===== src/rtl/ex_muldiv.sv =====
// Iterative RV32M/RV64M multiply/divide unit for the execute stage.
// One product/quotient bit per CALC cycle, plus a final sign-correction cycle.
module ex_muldiv #(
    parameter int XLEN = 32
) (
    input  logic            i_clk,
    input  logic            i_rst,
    input  logic            i_start,
    input  logic [2:0]      i_func3,
    input  logic [XLEN-1:0] i_rs1,
    input  logic [XLEN-1:0] i_rs2,
    input  logic [4:0]      i_rd_addr,
    input  logic            i_flush,
    output logic            o_busy,
    output logic            o_valid,
    output logic [XLEN-1:0] o_result,
    output logic [4:0]      o_rd_addr
);

    localparam int CNT_W = $clog2(XLEN + 1);
    localparam logic [CNT_W-1:0] CNT_LAST = CNT_W'(XLEN);
    localparam logic [XLEN-1:0] MOST_NEG = {1'b1, {(XLEN-1){1'b0}}};

    typedef enum logic [1:0] {IDLE, CALC, DONE} state_t;

    state_t            state_q;
    logic [CNT_W-1:0]  cnt_q;
    logic [2*XLEN-1:0] acc_q;
    logic [2*XLEN-1:0] mcand_q;
    logic [XLEN-1:0]   opb_q;
    logic              is_div_q;
    logic              sel_hi_q;
    logic              sel_rem_q;
    logic              neg_q;
    logic [4:0]        tag_q;
    logic [XLEN-1:0]   result_q;
    logic [4:0]        rd_addr_q;

    // Operand decode on the accept cycle
    logic            accept;
    logic            rs1_signed;
    logic            rs2_signed;
    logic            a_neg;
    logic            b_neg;
    logic [XLEN-1:0] a_mag;
    logic [XLEN-1:0] b_mag;
    logic            is_div_d;
    logic            neg_d;
    logic            div_zero;
    logic            div_ovf;
    logic [XLEN-1:0] special_res;

    assign accept      = (state_q == IDLE) && i_start && !i_flush;
    assign rs1_signed  = (i_func3 != 3'b011) && (i_func3 != 3'b101) && (i_func3 != 3'b111);
    assign rs2_signed  = rs1_signed && (i_func3 != 3'b010);
    assign a_neg       = rs1_signed && i_rs1[XLEN-1];
    assign b_neg       = rs2_signed && i_rs2[XLEN-1];
    assign a_mag       = a_neg ? -i_rs1 : i_rs1;
    assign b_mag       = b_neg ? -i_rs2 : i_rs2;
    assign is_div_d    = i_func3[2];
    // Remainder follows the dividend; product and quotient follow the sign XOR
    assign neg_d       = (is_div_d && i_func3[1]) ? a_neg : (a_neg ^ b_neg);
    assign div_zero    = is_div_d && (i_rs2 == '0);
    assign div_ovf     = is_div_d && rs1_signed && (i_rs1 == MOST_NEG) && (i_rs2 == '1);
    assign special_res = div_zero ? (i_func3[1] ? i_rs1 : '1)
                                  : (i_func3[1] ? '0 : i_rs1);

    // Per-iteration datapath
    logic [2*XLEN-1:0] mul_acc_d;
    logic [XLEN:0]     div_tmp;
    logic [XLEN:0]     div_diff;
    logic              div_fit;
    logic [2*XLEN-1:0] div_acc_d;

    assign mul_acc_d = acc_q + (opb_q[0] ? mcand_q : '0);
    // acc_q holds {remainder, dividend/quotient}; shift left one bit and trial-subtract
    assign div_tmp   = acc_q[2*XLEN-1:XLEN-1];
    assign div_diff  = div_tmp - {1'b0, opb_q};
    assign div_fit   = div_tmp[XLEN] || !div_diff[XLEN];
    assign div_acc_d = {(div_fit ? div_diff[XLEN-1:0] : div_tmp[XLEN-1:0]),
                        acc_q[XLEN-2:0], div_fit};

    // Correction cycle: sign fix-up and half/quotient/remainder selection
    logic [2*XLEN-1:0] prod_d;
    logic [XLEN-1:0]   mul_res_d;
    logic [XLEN-1:0]   div_val_d;
    logic [XLEN-1:0]   div_res_d;
    logic [XLEN-1:0]   result_d;

    assign prod_d    = neg_q ? -acc_q : acc_q;
    assign mul_res_d = sel_hi_q ? prod_d[2*XLEN-1:XLEN] : prod_d[XLEN-1:0];
    assign div_val_d = sel_rem_q ? acc_q[2*XLEN-1:XLEN] : acc_q[XLEN-1:0];
    assign div_res_d = neg_q ? -div_val_d : div_val_d;
    assign result_d  = is_div_q ? div_res_d : mul_res_d;

    always_ff @(posedge i_clk) begin
        if (i_rst) begin
            state_q   <= IDLE;
            cnt_q     <= '0;
            acc_q     <= '0;
            mcand_q   <= '0;
            opb_q     <= '0;
            is_div_q  <= 1'b0;
            sel_hi_q  <= 1'b0;
            sel_rem_q <= 1'b0;
            neg_q     <= 1'b0;
            tag_q     <= '0;
            result_q  <= '0;
            rd_addr_q <= '0;
        end else begin
            case (state_q)
                IDLE: begin
                    if (accept) begin
                        cnt_q     <= '0;
                        is_div_q  <= is_div_d;
                        sel_hi_q  <= (i_func3[1:0] != 2'b00);
                        sel_rem_q <= i_func3[1];
                        neg_q     <= neg_d;
                        tag_q     <= i_rd_addr;
                        opb_q     <= b_mag;
                        mcand_q   <= {{XLEN{1'b0}}, a_mag};
                        acc_q     <= is_div_d ? {{XLEN{1'b0}}, a_mag} : '0;
                        if (div_zero || div_ovf) begin
                            result_q  <= special_res;
                            rd_addr_q <= i_rd_addr;
                            state_q   <= DONE;
                        end else begin
                            state_q   <= CALC;
                        end
                    end
                end
                CALC: begin
                    if (i_flush) begin
                        state_q <= IDLE;
                    end else if (cnt_q == CNT_LAST) begin
                        result_q  <= result_d;
                        rd_addr_q <= tag_q;
                        state_q   <= DONE;
                    end else begin
                        cnt_q <= cnt_q + CNT_W'(1);
                        if (is_div_q) begin
                            acc_q <= div_acc_d;
                        end else begin
                            acc_q   <= mul_acc_d;
                            mcand_q <= {mcand_q[2*XLEN-2:0], 1'b0};
                            opb_q   <= {1'b0, opb_q[XLEN-1:1]};
                        end
                    end
                end
                DONE: begin
                    state_q <= IDLE;
                end
                default: begin
                    state_q <= IDLE;
                end
            endcase
        end
    end

    assign o_busy    = (state_q != IDLE);
    // A flush landing on the DONE cycle suppresses the strobe
    assign o_valid   = (state_q == DONE) && !i_flush;
    assign o_result  = result_q;
    assign o_rd_addr = rd_addr_q;

endmodule


===== config.mk =====
export PLATFORM = sky130hd
export DESIGN_NAME = ex_muldiv
export DESIGN_NICKNAME = d
export VERILOG_FILES = /design/src/rtl/ex_muldiv.sv
export SDC_FILE = /design/constraint.sdc
export NUM_CORES = 1
export LEC_CHECK = 0
export CAP_MARGIN = 40
export CORE_UTILIZATION = 57
export CTS_BUF_LIST = sky130_fd_sc_hd__clkbuf_8
export CTS_CLUSTER_SIZE = 16
export DETAILED_ROUTE_END_ITERATION = 6
export PLACE_DENSITY = 0.91
export REMOVE_ABC_BUFFERS = 1
export SLEW_MARGIN = 25
export SYNTH_ARGS = -nofsm -noshare
export SYNTH_HDL_FRONTEND = slang
export SYNTH_SLANG_ARGS = --single-unit

===== constraint.sdc =====
create_clock -name i_clk -period 3.8 [get_ports i_clk]
set_input_delay 0.95 -clock i_clk [delete_from_list [all_inputs] [get_ports i_clk]]
set_output_delay 0.95 -clock i_clk [all_outputs]
set_load 0.01 [all_outputs]

-- Word level (Yosys, flattened, before mapping)
Cells that the tools add are included.
- add/sub/neg operators: 7
- equal/unequal tests: 16
- multiplexer cells: 48
- bitwise logic cells: 1
- reductions and logical operators: 27
- operator list (operator ; number):
    $mux W64 ; 10
    $mux W32 ; 19
    $pmux W64 S2 ; 2
    $pmux W32 S2 ; 2
    $neg A32 Y32 ; 3
    $add A64 B64 Y64 ; 1
    $eq A32 B32 Y1 const B ; 2
    $neg A64 Y64 ; 1
    $sub A33 B32 Y33 ; 1
    $logic_not A32 Y1 ; 1
    $mux W5 ; 4
    $mux W6 ; 3
    $logic_and A1 B1 Y1 ; 13
    $pmux W6 S2 ; 1
    $ne A2 B2 Y1 const B ; 5
    $pmux W5 S2 ; 1
    $reduce_and A5 Y1 ; 2
    $ne A3 B3 Y1 const B ; 3
    $mux W2 ; 4
    $add A6 B1 Y6 const B ; 1
    $eq A6 B6 Y1 const B ; 1
    $ne A3 B2 Y1 const B ; 2
    $reduce_bool A2 Y1 ; 3
    $pmux W2 S2 ; 1
    other kinds (10) ; 13
- flip-flop bits (word level): 214
- output and inout port bits: 39
- word-level logic and storage cells: 111

-- Logic depth before layout (Yosys ltp)
- depth after elaboration: 10
- mapped depth: 17
- mapped depth without buffers: 13

-- Least setup slack after synthesis
OpenSTA, ideal clock, no wires.
- path type: reg-to-reg
- start point: reg sel_rem_q
- end point: reg result_q[30] (netlist: o_result[30])
- data arrival time: 3835 ps
- path slack: -166 ps
- cell stages (with the launch flop): 18
- path buffers: 6
- cells stage by stage: dfxtp_1 buf_2 buf_2 buf_2 buf_2 buf_2 buf_2 mux2i_1 ha_1 o21ai_0 or4_1 nand2b_1 o31ai_2 nand2_1 xor2_1 a211oi_1 a211oi_1 nor3_2
- cells in the longest elaborated chain, start to end: 7
- ends and longest elaborated chain (element ; line ; RTL):
    start, declared ; 33 ; logic sel_rem_q;
    start signal, assigned ; 117 ; sel_rem_q <= i_func3[1];
    $mux W32 * ; 92 ; assign div_val_d = sel_rem_q ? acc_q[2*XLEN-1:XLEN] : acc_q[XLEN-1:0];
    $neg A32 Y32 ; 93 ; assign div_res_d = neg_q ? -div_val_d : div_val_d;
    $mux W32 * ; 93 ;
    $mux W32 * ; 94 ; assign result_d = is_div_q ? div_res_d : mul_res_d;
    $mux W32 * ; 135 ; end else if (cnt_q == CNT_LAST) begin
    $mux W32 * ; 133 ; if (i_flush) begin
    $pmux W32 S2 * ; 111 ; case (state_q)
    end signal, assigned ; 124 ; result_q <= special_res;
    end signal, assigned ; 136 ; result_q <= result_d;
    end, declared ; 36 ; logic [XLEN-1:0] result_q;
Mark *: on every way between the ends. The rest lies on a longest branch, timed or not. The select of a mux whose other input is x is not followed.
A chain may end at the register's enable or synchronous reset.

-- Worst setup path in the final report
- start point: reg opb_q[0]
- end point: reg acc_q[56]
- cells in the longest elaborated chain, start to end: 8
- elaborated cells on any way between the ends: 10
- classes of those cells: 2 x add/sub; 6 x mux; 2 x reduce/logical
- ends and longest elaborated chain (element ; line ; RTL):
    start, declared ; 30 ; logic [XLEN-1:0] opb_q;
    start signal, assigned ; 120 ; opb_q <= b_mag;
    start signal, assigned ; 146 ; opb_q <= {1'b0, opb_q[XLEN-1:1]};
    $sub A33 B32 Y33 ; 78 ; assign div_diff = div_tmp - {1'b0, opb_q};
    $logic_not A1 Y1 ; 79 ; assign div_fit = div_tmp[XLEN] || !div_diff[XLEN];
    $logic_or A1 B1 Y1 ; 79 ;
    $mux W32 ; 80 ; assign div_acc_d = {(div_fit ? div_diff[XLEN-1:0] : div_tmp[XLEN-1:0]),
    $mux W64 * ; 141 ; if (is_div_q) begin
    $mux W64 * ; 135 ;
    $mux W64 * ; 133 ;
    $pmux W64 S2 * ; 111 ;
    end signal, assigned ; 122 ; acc_q <= is_div_d ? {{XLEN{1'b0}}, a_mag} : '0;
    end signal, assigned ; 142 ; acc_q <= div_acc_d;
    end signal, assigned ; 144 ; acc_q <= mul_acc_d;
    end, declared ; 28 ; logic [2*XLEN-1:0] acc_q;
Marks and branches as above.

==> results.sh <==
export IMPL_clock_skew_ns=0.0474
export IMPL_clockBufferDepth=3
export IMPL_powerDensity_mw_per_mm2=318
export IMPL_avgSynthCellArea_um2=7.25
export IMPL_cp_endpoint="acc_q[56]$_SDFFE_PP0P_"
export IMPL_antenna_found_initial=0
export IMPL_synth_area_top_cells="dfxtp_1 21%, a21oi_1 6.4%, ha_1 6.3%, nor2_1 6.2%, nand2_1 4.7%"
export IMPL_hold_violations=0
export IMPL_wl_mm=80.5
export IMPL_fp_row_count=68
export IMPL_highest_layer="met5"
export IMPL_comb_power_share=0.357
export IMPL_num_vias=23500
export IMPL_synthesis_area_mm2=0.0202
export IMPL_startpoint="opb_q[0]$_SDFFE_PP0P_"
export IMPL_place_area_mm2=0.0233
export IMPL_numCtsBuffers=41
export IMPL_port_buffers=114
export IMPL_ant_nets=0
export IMPL_ios=115
export IMPL_fin_util=0.701
export IMPL_r2r_end="acc_q[56]$_SDFFE_PP0P_"
export IMPL_drive_above_1_share=0.147
export IMPL_endpoint_kind="register"
export IMPL_cp_arrival_ns=4.25
export IMPL_cp_slowest_stage_delay_ns=0.43
export IMPL_drv_cap=0
export IMPL_p_leak_nw=9.51
export IMPL_p_int_mw=4.79
export IMPL_wl_met3_mm=8.23
export IMPL_drt_pass1_iter_count=7
export IMPL_core_area_mm2=0.0347
export IMPL_design_die_area_mm2=0.0363
export IMPL_num_antenna_cells=0
export IMPL_crit_type="register to register"
export IMPL_setup_viol=0
export IMPL_ys_ff_latch=214
export IMPL_path_cells="buf_8 > and2_1 > ha_1 > and3_1 > a221oi_2 > buf_4 > nand3b_1 > a211o_4 > buf_4 > a211oi_2 > nand3b_1 > a31oi_2 > o31ai_2 > xnor2_1 > o221ai_1"
export IMPL_final_fill_count=2882
export IMPL_hold_buffers=0
export IMPL_crit_slowest_cell="a211o_4"
export IMPL_met1Wirelength_mm=29.6
export IMPL_timing_fmax_mhz=264
export IMPL_rrSetupSlack_ns=0.02
export IMPL_synth_edf_count=0
export IMPL_power_frac_seq=0.329
export IMPL_layout_min_cycle_time_ns=3.78
export IMPL_synth_top_area_share=0.212
export IMPL_grt_pass1_vias=22800
export IMPL_root_buffer="clkbuf_8"
export IMPL_cts_sinks=214
export IMPL_p_sw_mw=2.95
export IMPL_preCtsSetupSlack_ns=-0.293
export IMPL_drt_iter0_markers=2913
export IMPL_yosys_area_top_type="dfxtp_1"
export IMPL_worst_pin_slew_ns=0.791
export IMPL_worst_r2r_cell_count=15
export IMPL_synth_cell_type_count=97
export IMPL_relSlewSlack=0.471
export IMPL_via_per_inst=6.72
export IMPL_die_y_um=190
export IMPL_clock_power_share=0.314
export IMPL_critPathMaxFanout=27
export IMPL_cts_tree="yes"
export IMPL_drc_errors=9
export IMPL_power_mw=7.73
export IMPL_worstReg2RegStart="opb_q[0]$_SDFFE_PP0P_"
export IMPL_ctsHtreeMaxLevel=2
export IMPL_crit_required_ns=4.27
export IMPL_setup_ws_ns=0.0177
export IMPL_postSynth_asyncResetShare=0
export IMPL_synth_flop_cell="dfxtp_1"
export IMPL_gp_congestion=1.08
export IMPL_vdd_drop_max_mv=0.449
export IMPL_syn_to_final_growth_pct=20.2
export IMPL_grt_total_usage=0.435
export IMPL_min_period_over_period=0.995
export IMPL_gr_total_overflow=0
export IMPL_holdWs_ns=0.456
export IMPL_seq_area_frac_synth=0.212
export IMPL_swShare=0.381
export IMPL_wl_met2_mm=35.9
export IMPL_initial_utilization=0.583
export IMPL_drv_slew=0
export IMPL_grt_max_degree=125
export IMPL_clk_latency_ns=0.65
export IMPL_critPathLaunchType="register"
export IMPL_grt_pass1_wl_mm=124
export IMPL_nNetsFinal=3193
export IMPL_path_clk_slew_ns=0.06
export IMPL_ys_warn_count=0
export IMPL_violations="design-rule violations"
export IMPL_status="finished, violations left"
export IMPL_postSynthCellCount=2791
export IMPL_hpwl_mm=59.9
export IMPL_die_x_um=190
export IMPL_min_delay_path_class="register to register"
export IMPL_stdcell_area_mm2=0.0243
export IMPL_wl_per_cell_um=23.0
cells by family (layout without fill, tap and decap cells):
family	Yosys count	after routing	share of synthesized area
AOI/OAI and AO/OA	892	892	0.291
xor gates and xnor gates	204	204	0.0883
adders and majority gates	128	128	0.0769
buffers and inverters	298	550	0.0577
DFF	214	214	0.212
muxes	72	72	0.0376
and+or+nand+nor	983	983	0.237
layout by cell type, fill, tap and decap left out, types with 41 or more instances in the layout:
cell | netlist | final
a211oi_1 | 94 | 93
a21oi_1 | 260 | 255
a22oi_1 | 54 | 54
and2_1 | 75 | 75
buf_4 | 2 | 272
clkbuf_8 | 0 | 52
clkdlybuf4s50_1 | 0 | 113
dfxtp_1 | 214 | 208
ha_1 | 102 | 99
inv_1 | 81 | 93
mux2i_1 | 49 | 48
nand2_1 | 256 | 256
nand4_1 | 41 | 41
nor2_1 | 336 | 333
nor3_1 | 78 | 77
o21ai_0 | 139 | 137
xnor2_1 | 102 | 102
xor2_1 | 102 | 102
area by class of cell:
cell class	count	area (um2)	area share
multi-input combinational	2279	15000	0.616
inverter	82	308	0.0126
clock inverter	21	120	0.00493
tap	455	569	0.0234
sequential	214	4290	0.176
clock buffer	52	716	0.0294
timing repair buffer	395	3350	0.137
timing repair:
item / CTS / global route
endpoints found under the setup margin: 6 / 36
endpoints found under the hold margin: 0 / 0
buffers inserted: 1 / 0
gates resized for setup: 4 / 31
pin swaps: 0 / 3
cell usage after synthesis, types with 10 or more instances:
library cell  count
nand2_1         256
a311oi_1         20
inv_1            81
or4_1            13
nor3b_1          16
a22oi_1          54
xor2_1          102
o21a_1           16
and3_1           10
maj3_1           24
a21oi_1         260
dfxtp_1         214
ha_1            102
o21ai_0         139
mux2i_1          49
mux2_2           21
a221o_1          11
o21ai_1          25
nand3_1          34
o21bai_1         18
nor2b_1          13
nand4_1          41
o211ai_1         37
a21o_1           28
or3_1            26
buf_2            27
nor4_1           13
o221ai_1         26
nor2_1          336
xnor2_1         102
a211oi_1         94
and2_1           75
nand2b_1         24
o31ai_1          39
a31oi_1          15
nor3_1           78
o41ai_1          11
a221oi_1         17
clkbuf_1        178
how the worst min path moves through the flow:
stage | startpoint | endpoint | slack (ns) | depth (start not counted)
4_1_cts | tag_q[4]$_SDFFE_PP0P_ | tag_q[4]$_SDFFE_PP0P_ | 0.46 | 2
5_1_grt | tag_q[4]$_SDFFE_PP0P_ | tag_q[4]$_SDFFE_PP0P_ | 0.49 | 2
3_3_place_gp | tag_q[2]$_SDFFE_PP0P_ | tag_q[2]$_SDFFE_PP0P_ | 0.44 | 2
6_report | tag_q[4]$_SDFFE_PP0P_ | tag_q[4]$_SDFFE_PP0P_ | 0.46 | 2
2_1_floorplan | tag_q[0]$_SDFFE_PP0P_ | tag_q[0]$_SDFFE_PP0P_ | 0.43 | 2
3_5_place_dp | tag_q[4]$_SDFFE_PP0P_ | tag_q[4]$_SDFFE_PP0P_ | 0.45 | 2
worst max-delay path, delay by kind of cell (launching register included):
kind / cells / cell delay [ns]
flip-flops: 1 / 0.35
XOR/XNOR: 1 / 0.20
AND/OR/NAND/NOR: 4 / 0.86
AO/OA/AOI/OAI: 6 / 1.38
adder cells (fa/ha/maj): 1 / 0.30
buffers and inverters: 3 / 0.50
through the flow:
| step | setup TNS, ns | instances |
|---|---|---|
| 3_5_place_dp | -6.28 | 3424 |
| 2_1_floorplan | -745.05 | 2575 |
| 6_report | 0 | 3498 |
| 3_3_place_gp | -2.31 | 3423 |
| 4_1_cts | 0 | 3498 |
| 5_1_grt | -0.0394 | 3498 |
registers in the layout (all words and copies together) (netlist names):
name       count
mcand_q       64
sel_hi_q       1
acc_q         64
opb_q         32
is_div_q       1
neg_q          1
tag_q          5
cnt_q          6
o_result      32
state_q        2
sel_rem_q      1
o_rd_addr      5
power by group through the flow:
stage          Combinational, mW  Sequential [mW]  Clock, mW
2_1_floorplan               1.57             2.62          0
3_3_place_gp                2.59             2.57          0
3_5_place_dp                2.65             2.58          0
4_1_cts                     2.66             2.53       2.43
5_1_grt                     2.96             2.55       2.54
6_report                    2.76             2.54       2.43
per-layer routing:
layer,global-route usage,up-vias
met5,0.0165,-
met2,0.698,1486
met4,0.345,2
met3,0.0887,408
li1,-,10700
met1,0.503,11000
(Power assumes the default switching activity.)
